$ cat config.mk
export PLATFORM = sky130hd
export DESIGN_NAME = p4_router_ing_sched
export DESIGN_NICKNAME = d
export VERILOG_FILES = /design/src/rtl/p4_router_ing_sched_pkg.sv /design/src/rtl/p4_router_rr_arb.sv /design/src/rtl/p4_router_ing_sched.sv
export SDC_FILE = /design/constraint.sdc
export NUM_CORES = 1
export LEC_CHECK = 0
export BUFFER_PORTS_ARGS = -buffer_cell sky130_fd_sc_hd__buf_2
export CAP_MARGIN = 10
export CORE_AREA = 3 3 146 148
export CTS_BUF_LIST = sky130_fd_sc_hd__clkbuf_8
export DETAILED_ROUTE_END_ITERATION = 12
export DIE_AREA = 0 0 149 151
export PLACE_DENSITY_LB_ADDON = 0.08
export SLEW_MARGIN = 20
export SYNTH_ARGS = -nofsm -noshare
export SYNTH_HDL_FRONTEND = slang
export SYNTH_SLANG_ARGS = --single-unit
$ cat constraint.sdc
create_clock -name clk -period 2.5 [get_ports clk]
set_clock_uncertainty 0.15 [all_clocks]
set_input_delay 0.25 -clock clk [delete_from_list [all_inputs] [get_ports clk]]
set_output_delay 0.25 -clock clk [all_outputs]
set_load 0.05 [all_outputs]
$ cat src/rtl/p4_router_ing_sched_pkg.sv
// Shared types and the round-robin pick helper for the ingress scheduler.
package p4_router_ing_sched_pkg;

    localparam int unsigned MAX_PORTS = 32;
    localparam int unsigned PICK_W    = 5;

    typedef enum logic [1:0] {
        IDLE  = 2'd0,
        BUSY  = 2'd1,
        DRAIN = 2'd2
    } sched_state_t;

    // First requester at or after ptr, wrapping at n; returns ptr when none request.
    function automatic int unsigned rr_pick(input logic [MAX_PORTS-1:0] req,
                                            input int unsigned ptr,
                                            input int unsigned n);
        int unsigned       pick;
        logic              found;
        logic [PICK_W-1:0] idx;
        pick  = ptr;
        found = 1'b0;
        for (int unsigned i = 0; i < MAX_PORTS; i++) begin
            if (i < n && !found) begin
                if (ptr + i >= n) idx = PICK_W'(ptr + i - n);
                else              idx = PICK_W'(ptr + i);
                if (req[idx]) begin
                    pick  = int'(idx);
                    found = 1'b1;
                end
            end
        end
        return pick;
    endfunction

endpackage

$ cat src/rtl/p4_router_rr_arb.sv
// Combinational round-robin next-grant from a request vector and a priority pointer.
module p4_router_rr_arb
    import p4_router_ing_sched_pkg::*;
#(
    parameter int unsigned NUM_PORTS = 4,
    parameter int unsigned PORT_W    = $clog2(NUM_PORTS)
) (
    input  logic [NUM_PORTS-1:0] req,
    input  logic [PORT_W-1:0]    ptr,
    output logic [PORT_W-1:0]    grant,
    output logic                 valid
);

    always_comb begin
        grant = PORT_W'(rr_pick(MAX_PORTS'(req), 32'(ptr), NUM_PORTS));
        valid = |req;
    end

endmodule

$ cat src/rtl/p4_router_ing_sched.sv
// Packet-granular round-robin ingress scheduler with MTU truncate-and-drain.
// Optional P4_ROUTER_ING_SCHED_PRIO0_EN: port 0 gets strict priority over the round-robin ports.
module p4_router_ing_sched
    import p4_router_ing_sched_pkg::*;
#(
    parameter int unsigned NUM_PORTS  = 4,
    parameter int unsigned DATA_BYTES = 8,
    parameter int unsigned MTU_BYTES  = 9600,
    parameter int unsigned PORT_W     = $clog2(NUM_PORTS)
) (
    input  logic                              clk,
    input  logic                              arstn,
    input  logic                              enable,
    input  logic [NUM_PORTS*DATA_BYTES*8-1:0] s_tdata,
    input  logic [NUM_PORTS*DATA_BYTES-1:0]   s_tkeep,
    input  logic [NUM_PORTS-1:0]              s_tlast,
    input  logic [NUM_PORTS-1:0]              s_tvalid,
    output logic [NUM_PORTS-1:0]              s_tready,
    output logic [DATA_BYTES*8-1:0]           m_tdata,
    output logic [DATA_BYTES-1:0]             m_tkeep,
    output logic                              m_tlast,
    output logic [PORT_W-1:0]                 m_tuser,
    output logic                              m_tvalid,
    input  logic                              m_tready,
    output logic                              m_sof,
    output logic                              trunc_err
);

    localparam int unsigned DW        = DATA_BYTES * 8;
    localparam int unsigned MAX_BEATS = (MTU_BYTES + DATA_BYTES - 1) / DATA_BYTES;
    localparam int unsigned CNT_W     = $clog2(MAX_BEATS + 1);

    sched_state_t         state, state_nxt;
    logic [PORT_W-1:0]    grant, rr_ptr, arb_grant, idle_grant, next_ptr;
    logic [NUM_PORTS-1:0] arb_req;
    logic                 arb_valid, idle_req, ptr_adv;
    logic [CNT_W-1:0]     beat_cnt;
    logic [DW-1:0]        sel_data;
    logic [DATA_BYTES-1:0] sel_keep;
    logic                 sel_last, sel_valid, accept, at_max, busy_acc, drain_acc;

    p4_router_rr_arb #(.NUM_PORTS(NUM_PORTS), .PORT_W(PORT_W)) u_arb (
        .req   (arb_req),
        .ptr   (rr_ptr),
        .grant (arb_grant),
        .valid (arb_valid)
    );

`ifdef P4_ROUTER_ING_SCHED_PRIO0_EN
    // Port 0 bypasses the arbiter and never moves the pointer.
    assign arb_req    = s_tvalid & ~NUM_PORTS'(1);
    assign idle_grant = s_tvalid[0] ? '0 : arb_grant;
    assign idle_req   = s_tvalid[0] || arb_valid;
    assign ptr_adv    = (grant != '0);
`else
    assign arb_req    = s_tvalid;
    assign idle_grant = arb_grant;
    assign idle_req   = arb_valid;
    assign ptr_adv    = 1'b1;
`endif

    always_comb begin
        sel_data  = '0;
        sel_keep  = '0;
        sel_last  = 1'b0;
        sel_valid = 1'b0;
        for (int unsigned i = 0; i < NUM_PORTS; i++) begin
            if (grant == PORT_W'(i)) begin
                sel_data  = s_tdata[i*DW +: DW];
                sel_keep  = s_tkeep[i*DATA_BYTES +: DATA_BYTES];
                sel_last  = s_tlast[i];
                sel_valid = s_tvalid[i];
            end
        end
    end

    assign accept    = sel_valid && (|s_tready);
    assign at_max    = (beat_cnt == CNT_W'(MAX_BEATS - 1));
    assign busy_acc  = (state == BUSY) && accept;
    assign drain_acc = (state == DRAIN) && accept;
    assign next_ptr  = (grant == PORT_W'(NUM_PORTS - 1)) ? '0 : grant + 1'b1;

    always_ff @(posedge clk or negedge arstn) begin
        if (!arstn) state <= IDLE;
        else        state <= state_nxt;
    end

    always_comb begin
        state_nxt = state;
        case (state)
            IDLE:    if (enable && idle_req) state_nxt = BUSY;
            BUSY:    if (accept) begin
                         if (sel_last)    state_nxt = IDLE;
                         else if (at_max) state_nxt = DRAIN;
                     end
            DRAIN:   if (accept && sel_last) state_nxt = IDLE;
            default: state_nxt = IDLE;
        endcase
    end

    always_comb begin
        s_tready = '0;
        case (state)
            BUSY:    s_tready[grant] = !m_tvalid || m_tready;
            DRAIN:   s_tready[grant] = 1'b1;
            default: s_tready = '0;
        endcase
    end

    always_ff @(posedge clk or negedge arstn) begin
        if (!arstn) begin
            grant     <= '0;
            rr_ptr    <= '0;
            beat_cnt  <= '0;
            m_tdata   <= '0;
            m_tkeep   <= '0;
            m_tlast   <= 1'b0;
            m_tuser   <= '0;
            m_tvalid  <= 1'b0;
            m_sof     <= 1'b0;
            trunc_err <= 1'b0;
        end else begin
            trunc_err <= busy_acc && at_max && !sel_last;
            if (state == IDLE && enable && idle_req) grant <= idle_grant;
            if (busy_acc) beat_cnt <= (sel_last || at_max) ? '0 : beat_cnt + 1'b1;
            if ((busy_acc || drain_acc) && sel_last && ptr_adv) rr_ptr <= next_ptr;
            if (busy_acc) begin
                m_tdata  <= sel_data;
                m_tkeep  <= sel_keep;
                m_tlast  <= sel_last || at_max;
                m_tuser  <= grant;
                m_sof    <= (beat_cnt == '0);
                m_tvalid <= 1'b1;
            end else if (m_tready) begin
                m_tvalid <= 1'b0;
                m_tlast  <= 1'b0;
                m_sof    <= 1'b0;
            end
        end
    end

endmodule

# --- Yosys cells after proc, flatten, opt, wreduce, memory -nomap -nowiden ---
# Index checks and enable logic that the tools add are counted.
word_totals:
  wordCells: 122
  in_bits: 300
  regBits: 95
  output_inout_bits: 82
classes:
  reduce_logical: 23
  n_mux: 58
  n_bitwise: 1
  magnitude_cmp: 10
  add_sub_neg: 9
  eq_ne: 10
ops:
  columns: ["op", "n"]
  rows:
  - ["$mux 64", 4]
  - ["$ge 32x3->1 const B", 3]
  - ["$mux 5", 7]
  - ["$mux 8", 4]
  - ["$mux 2", 13]
  - ["$lt 5x6->1 const B", 4]
  - ["$mux 1", 22]
  - ["$bmux 1 s5", 4]
  - ["$sub 5x3->5 const B", 3]
  - ["$add 11x1->11 const B", 1]
  - ["$eq 11x11->1 const B", 1]
  - ["$logic_and 1x1->1", 11]
  - ["$logic_not 11->1", 1]
  - ["$mux 11", 1]
  - ["$pmux 4 s2", 1]
  - ["$reduce_or 4->1", 2]
  - ["$add 2x2->3 const B", 2]
  - ["$eq 2x2->1 const B", 3]
  - ["$pmux 2 s3", 1]
  - ["$and 4x4->4", 1]
  - ["$eq 2x1->1 const B", 2]
  - ["$logic_not 2->1", 2]
  - ["$ne 2x2->1 const B", 2]
  - ["$reduce_and 4->1", 1]
  - ["other kinds (12)", 15]

# --- Logic depth before layout (Yosys ltp) ---
# Gate-level depths: netlist of run 1.
depth:
  depth_word: 20
  ltp_mapped: 10

# --- Cells and area by module ---
# From an unflattened synthesis of run 1, not the netlist that was laid out.
hier_totals:
  hier_cells: 822
  hier_area_um2: 6775.2
modules_own_cells:
  columns: ["mod", "n_inst", "area_per_inst_um2", "seq_area_each_um2", "cells_each"]
  rows:
  - ["p4_router_ing_sched", 1, 6456.2, 2377.3, 787]
  - ["p4_router_rr_arb", 1, 319.1, 0.0, 35]

# --- Worst setup path after synthesis of run 1 ---
# OpenSTA, ideal clock, no wires.
synth_path:
  kind: "reg2out"
  startpoint: "reg grant[0]"
  endpoint: "out s_tready[2]"
  arrival_time_ns: 1.998
  stages_incl_launch_ff: 7
  n_path_buf: 3
  slack_ns: 0.102
  cell_sequence: "dfrtp_1 -> inv_1 -> ha_1 -> clkbuf_1 -> clkbuf_1 -> clkbuf_1 -> and2_1"
synth_via:
  elab_chain_len: 6
  word_cells_on_any_way: 7
  cone_classes: "order compare (2); mux (3); bitwise (1); reduce/logical (1)"
synth_lines:
  columns: ["element", "line_no", "text"]
  rows:
  - ["from (decl)", "p4_router_ing_sched.sv:34", "logic [PORT_W-1:0] grant, rr_ptr, arb_grant, idle_grant, next_ptr;"]
  - ["from (signal assigned)", "p4_router_ing_sched.sv:124", "if (state == IDLE && enable && idle_req) grant <= idle_grant;"]
  - ["$lt 2x3->1 (not written as such) or $ge 2x1->1 (tied branches)", "p4_router_ing_sched.sv:104, p4_router_ing_sched.sv:105", null]
  - ["$logic_and 1x1->1 (not written as such)", "p4_router_ing_sched.sv:104, p4_router_ing_sched.sv:105", null]
  - ["$mux 1 (not written as such)", "p4_router_ing_sched.sv:104, p4_router_ing_sched.sv:105", null]
  - ["$demux 1 s2 (*)", "p4_router_ing_sched.sv:104, p4_router_ing_sched.sv:105", null]
  - ["$and 4x4->4 (no line)", null, null]
  - ["$pmux 4 s2 (*)", "p4_router_ing_sched.sv:103", "case (state)"]
  - ["to (decl)", "p4_router_ing_sched.sv:18", "output logic [NUM_PORTS-1:0] s_tready,"]
# Mark *: on every way between the ends. The rest lies on a longest branch, timed or not.

# --- Worst setup path after layout of run 1 ---
layout_path:
  startpoint: "reg grant[1]"
  endpoint: "reg m_tdata[47]"
layout_via:
  elab_chain_len: 9
  word_cells_on_any_way: 22
  cone_classes: "order compare (2); eq/ne (3); mux (11); bitwise (1); reduce/logical (5)"
layout_lines:
  columns: ["element", "line_no", "text"]
  rows:
  - ["$lt 2x3->1 (not written as such) or $ge 2x1->1 (tied branches)", "p4_router_ing_sched.sv:104, p4_router_ing_sched.sv:105", null]
  - ["$logic_and 1x1->1 (not written as such)", "p4_router_ing_sched.sv:104, p4_router_ing_sched.sv:105", null]
  - ["$mux 1 (not written as such)", "p4_router_ing_sched.sv:104, p4_router_ing_sched.sv:105", null]
  - ["$demux 1 s2", "p4_router_ing_sched.sv:104, p4_router_ing_sched.sv:105", null]
  - ["$and 4x4->4 (no line)", null, null]
  - ["$pmux 4 s2", "p4_router_ing_sched.sv:103", null]
  - ["$reduce_or 4->1", "p4_router_ing_sched.sv:77", "assign accept = sel_valid && (|s_tready);"]
  - ["$logic_and 1x1->1", "p4_router_ing_sched.sv:77", null]
  - ["$logic_and 1x1->1", "p4_router_ing_sched.sv:79", "assign busy_acc = (state == BUSY) && accept;"]
  - ["to (signal assigned)", "p4_router_ing_sched.sv:128", "m_tdata <= sel_data;"]
  - ["to (decl)", "p4_router_ing_sched.sv:19", "output logic [DATA_BYTES*8-1:0] m_tdata,"]
# Several ways; a longest one is shown, not always the timed one.
# A chain may end at the register's enable or synchronous reset.

==> metrics.md, run 1 <==
| Metric | Value |
|---|---|
| DR top layer | `met5` |
| H-Tree Depth | `3` |
| Fillcell total | `2122` |
| Peak Freq | `417 MHz` |
| Placer Congestion | `0.836` |
| Vias in the first global route | `7108` |
| CP Data Arrival Time | `2510 ps` |
| 1st-pass router iterations | `4` |
| Cell area after synthesis | `0.00675 mm²` |
| Largest net degree at the start of global routing | `108` |
| Via count | `7269` |
| Number of cells after detailed placement | `1418` |
| Seq cells post-synth | `95` |
| DRC violations left | `0` |
| RSZ-0062 raised after global routing | `no` |
| Register area | `0.00238 mm²` |
| Die area | `0.0225 mm²` |
| Buffers on Ports | `381` |
| Initial antenna violation count | `3` |
| Met2 wire length | `12900 µm` |
| Area occupied by multi-input gates | `0.00407 mm²` |
| Number of flops mapped to enable cells by yosys | `0` |
| First-pass GRT wire length | `38500 µm` |
| Avg Cell Area, Syn | `8.37 µm²` |
| Placed cell area | `0.00900 mm²` |
| R2r startpoint | `grant[1]` |
| Nets | `1482` |
| Most frequent cell after synthesis | `nand2_1` |
| Finished Layout Cells | `1445` |
| Row count | `52` |
| Clk buf depth | `2` |
| Drt first-iter violations | `366` |
| CP Capture Type | `flip-flop` |
| CTS Sinks | `95` |
| Routed WL per cell | `17.8 µm` |
| Maximum vdd drop | `532 µV` |
| Post-synthesis sequential area ratio | `0.352` |
| Slew @ Worst Pin | `629 ps` |
| Final wirelength | `25700 µm` |
| Pwr Density | `1160 mW/mm²` |
| Top post-synthesis cells by area | `dfrtp_1 (35%), mux2_1 (12%), a21oi_1 (9.7%)` |
| Synth Instances | `806` |
| Layout cell share with drive strength beyond 1 | `0.384` |
| # Max-Cap Violations | `0` |
| Period utilisation layout | `0.960` |
| Via/cell ratio | `5.03` |
| Clock transition at the registers of the reported paths | `110 ps` |
| Die W | `149 µm` |
| Clk Latency, worst-skew pair | `380 ps` |
| Design area | `0.00935 mm²` |
| Area grow syn2layout | `38.5%` |
| Core ar. | `0.0202 mm²` |
| Util after Layout | `0.464` |
| Synthesis warning total | `0` |
| Synth Flop Type | `dfrtp_1` |
| ANT nets after route | `0` |
| Most frequent cells after synthesis | `nand2_1 (146), a21oi_1 (131), dfrtp_1 (95), o21ai_0 (76), mux2_1 (72)` |
| Hold_sp | `s_tdata[218]` |
| Fin crit period | `2400 ps` |
| TritonCTS Buffers | `9` |
| Starting Density | `0.335` |
| Post-DP HPWL | `19200 µm` |
| Unique masters post-synth | `56` |
| Synth area leader | `dfrtp_1` |
| Hold Vio Cnt, Final | `0` |
| Ys async rst share | `1.00` |
| # IOs | `382` |
| Setup crit start | `grant[1]` |
| Hold Crit Class | `in2reg` |
| Slew headroom | `0.581` |
| Static Leak | `4.56 nW` |
| GRT Util Overall | `0.217` |
| Status | `complete, no violations` |
| Clock Tree Root | `clkbuf_8` |
| Met3 WL | `1570 µm` |
| Post-synth top area share | `0.352` |
| TNS Setup | `0 ps` |
| CTS tree | `done` |
| Met1 WL | `10900 µm` |
| Global route overflow | `0` |
| Startpoint Class | `flip-flop` |
| Die Height | `151 µm` |
| Data required time of the worst path | `2610 ps` |
| Synth Net Count | `1120` |
| Setup violators final | `0` |
| Fin. max-slew vios | `0` |
| Critical path class | `reg2reg` |
| Max Fanout on Critical Path | `24` |
## worst max-delay path, cell delays in order (launching register included)
cell and delay (ps):
dfrtp_2 460, buf_4 160, ha_4 200, o31ai_4 280, nand4b_2 170, nor2_4 180
buf_12 130, clkbuf_16 210, mux2_1 340
## final cells by class
type / count / share of cell area
multi-input combinational: 628 / 0.435
sequential: 95 / 0.254
timing repair buffer: 419 / 0.247
tap: 270 / 0.0361
clock buffer: 9 / 0.0132
clock inverter: 7 / 0.00696
inverter: 15 / 0.00629
antenna: 2 / 0.000535
## sequential cells by signal, summed over array words and instances (netlist names)
signal,flops
m_tdata,64
beat_cnt,11
m_tkeep,8
grant,2
m_tuser,2
rr_ptr,2
state,2
m_sof,1
m_tlast,1
m_tvalid,1
trunc_err,1
## kinds of logic (layout without fill, tap and decap cells)
logic type	count (synthesis)	count (layout)	share of synthesized area
buffers and inverters	83	450	0.0547
AND/OR/NAND/NOR	269	269	0.207
adder cells (fa/ha/maj)	14	14	0.0260
flip-flops	95	95	0.352
multiplexers	79	79	0.133
other	0	2	0
AO/OA/AOI/OAI	266	266	0.227
## repair_timing
action / 4_1_cts / 5_1_grt
endpoints found under the setup margin: 0 / 58
hold endpoints to repair: 27 / 0
hold buffers: 2 / 0
setup buffers: 0 / 5
resized for setup: 0 / 10
## power breakdown
group	internal [mW]	switching (mW)	total, mW
clock	0.456	0.591	1.05
combinational	2.42	4.88	7.30
sequential	2.13	0.322	2.46
total	5.01	5.79	10.8
## cell usage in the layout, fill, tap and decap left out, types with 5 or more instances in the layout
cell type and count:
nor2b_1 14, buf_2 380, nand2_1 146, nand3b_1 64, o2bb2ai_1 5, mux2_1 72, a221oi_1 10, o21ai_0 76
ha_1 10, dfrtp_1 94, buf_4 28, inv_1 14, nand2b_1 6, mux2i_1 5, nor2_1 8, o31ai_1 10
a21oi_1 131, clkbuf_8 9, o211ai_1 7
## path summary, 6_finish.rpt
| kind | endpoint | slack [ps] | depth (start not counted) |
|---|---|---|---|
| max | m_tdata[47] | 100 | 8 |
| min | m_tdata[26] | 40 | 4 |
| max reg2reg | m_tdata[47] | 100 | 8 |
| min reg2reg | m_tdata[37] | 340 | 1 |
| max in group asynchronous | grant[1] | 1360 | 3 |
| min in group asynchronous | beat_cnt[2] | 170 | 2 |
## through the flow
stage | worst slack (ps) | hold slack [ps] | total power, mW
floorplan | 102 | -196 | 7.63
global placement | 99.2 | 51.3 | 9.68
detailed placement | 23.4 | 57.3 | 9.73
CTS | 9.83 | 7.77 | 10.8
global route | 13.8 | 28.3 | 11.7
finish | 99.3 | 35.4 | 10.8
## routing by layer
layer | track usage | up-vias
li1 | - | 3611
met1 | 0.274 | 3402
met2 | 0.382 | 232
met3 | 0.0437 | 22
met4 | 0.0545 | 2
met5 | 0 | -
Power figures use the tool's default switching activity.
==> inputs of run 2 (changes only) <==
Settings changed: CELL_PAD_IN_SITES_DETAIL_PLACEMENT from default to 1, CELL_PAD_IN_SITES_GLOBAL_PLACEMENT from default to 2, CORE_AREA 3 3 146 148 to default, CORE_MARGIN from default to 3, CORE_UTILIZATION from default to 22, DIE_AREA 0 0 149 151 to default, SETUP_SLACK_MARGIN from default to 0.1.
==> run 2 against run 1 <==
Against the previous run: first-iteration DRC count down 44%; sequential share of layout area shrank 1.9 points; utilization is 13 points lower; total power rose by 9.2%; sequential power about the same; largest power group unchanged; global-route usage fell by 3.6 points; critical path type unchanged; register-to-register slack got worse by 30 ps; routed wire length rose by 24%; worst setup slack worse by 30 ps; final cell count up 9.9%; cell area increased by 8.1%.
==> metrics.md, run 2 (synthesis gave the netlist of run 1 again) <==
| Metric | Value |
|---|---|
| Status | `complete, no violations` |
| Biggest regs | `m_tdata x64, beat_cnt x11, m_tkeep x8` |
| Clock share of power | `0.083 (-0.014)` |
| Area grow syn2layout | `49.7%` |
| Data required time of the worst path | `2610 ps (about the same)` |
| Setup violators final | `0 (unchanged)` |
| Initial antenna violation count | `14 (+11)` |
| Max Fanout on Critical Path | `8 (-67%)` |
| Largest net degree at the start of global routing | `78 (-28%)` |
| Die area | `0.0328 mm² (+46%)` |
| Hold Crit Class | `in2reg` |
| RSZ-0062 raised after global routing | `yes` |
| Placed cell area | `0.00931 mm² (+3.4%)` |
| Global route overflow | `0 (unchanged)` |
| Max FFs per register | `64 (unchanged)` |
| Clock transition at the registers of the reported paths | `100 ps (about the same)` |
| TritonCTS Buffers | `9 (unchanged)` |
| ANT nets after route | `0 (unchanged)` |
| CP Capture Type | `flip-flop` |
| Final wirelength | `31800 µm (+24%)` |
| Net Sw Power | `6.20 mW (+7.1%)` |
| DRC violations left | `0 (unchanged)` |
| Startpoint Class | `flip-flop` |
| R2R depth | `9 (+1)` |
| Setup crit start | `grant[1]` |
| CTS tree | `done` |
| Fin crit period | `2430 ps (+30.4 ps)` |
| Clk Latency, worst-skew pair | `380 ps (about the same)` |
| Maximum vdd drop | `401 µV (-25%)` |
| Post-DP HPWL | `24200 µm (+26%)` |
| H-Tree Depth | `3 (unchanged)` |
| CP Data Arrival Time | `2540 ps (+30 ps)` |
| Slew headroom | `0.567 (-0.0141)` |
| Reg2reg end | `m_tdata[33]` |
| Slew @ Worst Pin | `647 ps (+18.2 ps)` |
| Pwr Density | `1170 mW/mm² (+1.1%)` |
| Sequential power share | `0.210 (-0.017)` |
| Buffers on Ports | `381 (unchanged)` |
| Design area | `0.0101 mm² (+8.1%)` |
| Starting Density | `0.225 (-0.109)` |
| Met2 usage | `0.314 (-0.0673)` |
| Via count | `7495 (+3.1%)` |
| Nets | `1504 (+1.5%)` |
| Final hold slack | `33.7 ps (-1.74 ps)` |
| R2r startpoint | `grant[1]` |
| Clock Tree Root | `clkbuf_8` |
| Most common cell after layout, fill and taps aside | `buf_2` |
| Routed WL per cell | `20.0 µm (+13%)` |
| Row count | `63 (+21%)` |
| Critical path class | `reg2reg` |
| Clk buf depth | `2 (unchanged)` |
| Hold Vio Cnt, Final | `0 (unchanged)` |
| # IOs | `382 (unchanged)` |
| Placer Congestion | `0.779 (-6.8%)` |
| Setup crit end | `m_tdata[33]` |
| Fin. max-slew vios | `0 (unchanged)` |
| Via/cell ratio | `4.72 (-6.2%)` |
| Largest Register | `m_tdata` |
| # Max-Cap Violations | `0 (unchanged)` |
| Drt first-iter violations | `206 (-44%)` |
| Finished Layout Cells | `1588 (+9.9%)` |
| Period utilisation layout | `0.972 (+0.0122)` |
| Vias in the first global route | `7844 (+10%)` |
| Layout cell share with drive strength beyond 1 | `0.450 (+0.0665)` |
| GRT Util Overall | `0.181 (-0.0363)` |
| Net Sw Frac | `0.526 (-0.0104)` |
| Peak Freq | `411 MHz (-1.3%)` |
| Met3 global-route usage | `0.0580 (+0.0143)` |
| First-pass GRT wire length | `46500 µm (+21%)` |
| Die W | `181 µm (+22%)` |
| Die Height | `181 µm (+20%)` |
| Gr busiest metal | `met2` |
| Cell internal pwr | `5.60 mW (+12%)` |
| CTS Sinks | `95 (unchanged)` |
| Static Leak | `4.79 nW (+5.0%)` |
| Reg2Reg Setup Slack | `70 ps (-30 ps)` |
| Core ar. | `0.0300 mm² (+49%)` |
| M1 GR Usage | `0.215 (-0.0587)` |
| Number of cells after detailed placement | `1551 (+9.4%)` |
| Comb power frac | `0.707 (+0.031)` |
| 1st-pass router iterations | `4 (unchanged)` |
| Commonest non-fill, non-tap cells in the layout | `buf_2 (377), nand2_1 (146), a21oi_1 (129), dfrtp_1 (94), o21ai_0 (75)` |
| TNS Setup | `0 ps (unchanged)` |
==> run 2: worst max-delay path: stages, from the launching register on <==
cell and delay, ps:
dfrtp_1 410, buf_6 130, ha_4 180, nor2b_4 140
o31ai_4 300, nand4b_4 160, nor2_4 170, buf_12 180
clkbuf_16 180, mux2_4 300
==> run 2: layer usage <==
layer	up-vias	part of all wire
li1	3668	-
met1	3522	0.41
met2	248	0.49
met3	39	0.075
met4	18	0.015
met5	-	0.0027
==> run 2: area by class of cell <==
cell class                 count  area, µm²
inverter                      15       56.3
tap                          390        488
fill                        3625      19800
antenna                        5       12.5
timing repair buffer         441       2640
multi-input combinational    628       4360
clock inverter                 3       12.5
clock buffer                  11        151
sequential                    95       2380
==> run 2: per-stage QoR <==
step,total power [mW],worst slack (ps),util
after CTS,11.3,70.9,0.319
after global routing,12.8,3.54,0.337
after floorplan,7.63,102,-
after global placement,10.1,-21.5,0.311
after detailed placement,10.1,-88.8,0.311
final,11.8,68.9,0.337
==> run 2: worst min path at each step <==
stage | start | to | cells after the start
after floorplan | arstn | beat_cnt[0] | 0
after global placement | arstn | m_tdata[24] | 1
after detailed placement | arstn | m_tdata[24] | 1
after CTS | s_tdata[230] | m_tdata[38] | 4
after global routing | s_tdata[207] | m_tdata[15] | 4
final | s_tdata[231] | m_tdata[39] | 4
==> run 2: power groups by stage <==
stage	clock network [mW]	registers (mW)	logic, mW
after floorplan	0	4.34	3.29
after CTS	1.05	2.45	7.76
after global routing	1.11	2.56	9.09
after detailed placement	0	2.48	7.65
final	0.981	2.47	8.34
after global placement	0	2.46	7.62
==> run 2: what timing repair did <==
action	4_1_cts	5_1_grt
gates resized for setup	7	87
setup endpoints to repair	63	85
pin swaps	4	5
endpoints found under the hold margin	37	0
cloned	0	7
hold buffers	2	0
setup buffers	3	6
==> inputs of run 3 (changes only) <==
==> constraint.sdc (replaced) <==
create_clock -name clk -period 2.5 [get_ports clk]
set_clock_uncertainty 0.15 [all_clocks]
set_input_delay 0.375 -clock clk [delete_from_list [all_inputs] [get_ports clk]]
set_output_delay 0.375 -clock clk [all_outputs]
set_load 0.05 [all_outputs]
==> run 3 against run 2 <==
Against the previous run: via count rose by 2.8%; worst setup slack got worse by 41 ps; largest power group unchanged; sequential share of layout area fell by 0.91 points; flip-flop and latch count did not move.
==> metrics.md, run 3 (synthesis gave the netlist of run 1 again) <==
| Metric | Value |
|---|---|
| Slew @ Worst Pin | `635 ps (-12.4 ps)` |
| Commonest non-fill, non-tap cells in the layout | `buf_2 (376), nand2_1 (145), a21oi_1 (128), dfrtp_1 (93), o21ai_0 (76)` |
| Clk Latency, worst-skew pair | `370 ps (about the same)` |
| TritonCTS Buffers | `9 (unchanged)` |
| Routed WL per cell | `21.8 µm (+9.0%)` |
| Hold Vio Cnt, Final | `0 (unchanged)` |
| Maximum vdd drop | `473 µV (+18%)` |
| CP Data Arrival Time | `2580 ps (+40 ps)` |
| Area grow syn2layout | `55.8%` |
| Starting Density | `0.225 (unchanged)` |
| Period utilisation layout | `0.989 (+0.0162)` |
| # IOs | `382 (unchanged)` |
| Largest Register | `m_tdata` |
| Largest net degree at the start of global routing | `69 (-12%)` |
| Die Height | `181 µm (unchanged)` |
| GRT Util Overall | `0.202 (+0.0214)` |
| # Max-Cap Violations | `0 (unchanged)` |
| Biggest regs | `m_tdata x64, beat_cnt x11, m_tkeep x8` |
| Fillcell total | `3629 (+0.11%)` |
| Clock Tree Root | `clkbuf_8` |
| Drt first-iter violations | `233 (+13%)` |
| Die area | `0.0328 mm² (unchanged)` |
| Setup violators final | `0 (unchanged)` |
| CTS tree | `done` |
| Peak Freq | `405 MHz (-1.6%)` |
| DRC violations left | `0 (unchanged)` |
| Hold Crit Class | `in2reg` |
| Layout cell share with drive strength beyond 1 | `0.442 (-0.00861)` |
| RSZ-0062 raised after global routing | `yes` |
| Global route overflow | `0 (unchanged)` |
| Vias in the first global route | `8405 (+7.2%)` |
| Placer Congestion | `0.768 (-1.4%)` |
| Pwr Density | `1190 mW/mm² (+2.2%)` |
| CP Capture Type | `flip-flop` |
| Number of cells after detailed placement | `1545 (-0.39%)` |
| Fin crit period | `2470 ps (+40.6 ps)` |
| Final wirelength | `35100 µm (+10%)` |
| Most common cell after layout, fill and taps aside | `buf_2` |
| Clk buf depth | `2 (unchanged)` |
| 1st-pass router iterations | `4 (unchanged)` |
| Power, Total | `12.5 mW (+6.3%)` |
| Max Fanout on Critical Path | `6 (-2)` |
| Nets | `1523 (+1.3%)` |
| Row count | `63 (unchanged)` |
| Fin. max-slew vios | `0 (unchanged)` |
| Post-DP HPWL | `24100 µm (-0.47%)` |
| Core ar. | `0.0300 mm² (unchanged)` |
| Initial antenna violation count | `10 (-4)` |
| Via/cell ratio | `4.80 (+1.6%)` |
| Via count | `7708 (+2.8%)` |
| Finished Layout Cells | `1607 (+1.2%)` |
| H-Tree Depth | `3 (unchanged)` |
| First-pass GRT wire length | `51400 µm (+11%)` |
| Max FFs per register | `64 (unchanged)` |
| Die W | `181 µm (unchanged)` |
| Static Leak | `4.98 nW (+4.0%)` |
| ANT nets after route | `0 (unchanged)` |
| Critical path class | `reg2reg` |
| Data required time of the worst path | `2610 ps (about the same)` |
| Status | `complete, no violations` |
| Slew headroom | `0.577 (+0.0102)` |
| Buffers on Ports | `381 (unchanged)` |
| Startpoint Class | `flip-flop` |
| Clock transition at the registers of the reported paths | `110 ps (about the same)` |
| CTS Sinks | `95 (unchanged)` |
[run 3: cell types whose count changed in the layout (fill, tap and decap cells not counted), sizes merged]
cell / delta
inv: -1
buf: +18
clkinv: +2
bufbuf: +5
bufinv: +1
dlygate4sd3: -1
diode: -2
clkinvlp: +1
clkbuf: -4
[run 3: area by class of cell]
type                       instances  area [µm²]  share of cell area
clock inverter                     6        68.8             0.00654
clock buffer                      10         138              0.0131
sequential                        95        2380               0.226
antenna                            3        7.51            0.000714
multi-input combinational        628        4280               0.407
tap                              390         488              0.0464
timing repair buffer             460        3100               0.295
inverter                          15        56.3             0.00535
[run 3: layer usage]
| metal | wire length [µm] | GRT usage | vias up |
|---|---|---|---|
| met3 | 2600 | 0.0614 | 33 |
| met1 | 14500 | 0.240 | 3687 |
| met5 | 103 | 0 | - |
| li1 | - | - | 3709 |
| met4 | 481 | 0.0372 | 14 |
| met2 | 17400 | 0.362 | 265 |
[run 3: what timing repair did]
action                     4_1_cts  5_1_grt
pin swaps                        9       10
gates cloned                    11        4
setup endpoints to repair       89       88
buffers inserted                21        8
hold buffers                     1        0
hold endpoints to repair        32        0
gates resized for setup         67       35
[run 3: final timing paths]
| kind | slack, ps | to | from | cells past startpoint |
|---|---|---|---|---|
| max | 30 | m_tdata[0] | grant[1] | 12 |
| min | 160 | m_tdata[15] | s_tdata[207] | 4 |
| max reg2reg | 30 | m_tdata[0] | grant[1] | 12 |
| min reg2reg | 340 | m_tdata[41] | m_tdata[41] | 1 |
| max in group asynchronous | 1100 | m_tdata[11] | arstn | 3 |
| min in group asynchronous | 340 | m_tdata[24] | arstn | 2 |
[run 3: report_power, final]
group          total, mW  internal, mW  switching, mW
clock               1.11         0.496          0.616
sequential          2.47          2.14          0.339
combinational       8.96          3.39           5.57
total               12.5          6.02           6.52
[run 3: worst max-delay path: stages, from the launching register on]
cell and delay [ps]:
dfrtp_1 400, inv_2 130, ha_4 160, buf_12 110, nand2_2 50, o211ai_1 280, nand4b_4 160, nor2_4 130
buf_6 110, buf_8 110, buf_12 120, buf_12 140, mux2_4 300
[run 3: metrics by stage]
stage                util  TNS (ps)  hold WS (ps)  cell area [µm²]  setup WS (ps)
finish              0.351         0           160            10500           28.3
global route        0.351     -1180           162            10500          -73.5
CTS                 0.341         0           138            10200           14.9
detailed placement  0.308     -7220           234             9210           -151
global placement    0.308     -2550           242             9210          -61.3
floorplan               -         0         -70.6             6750            127
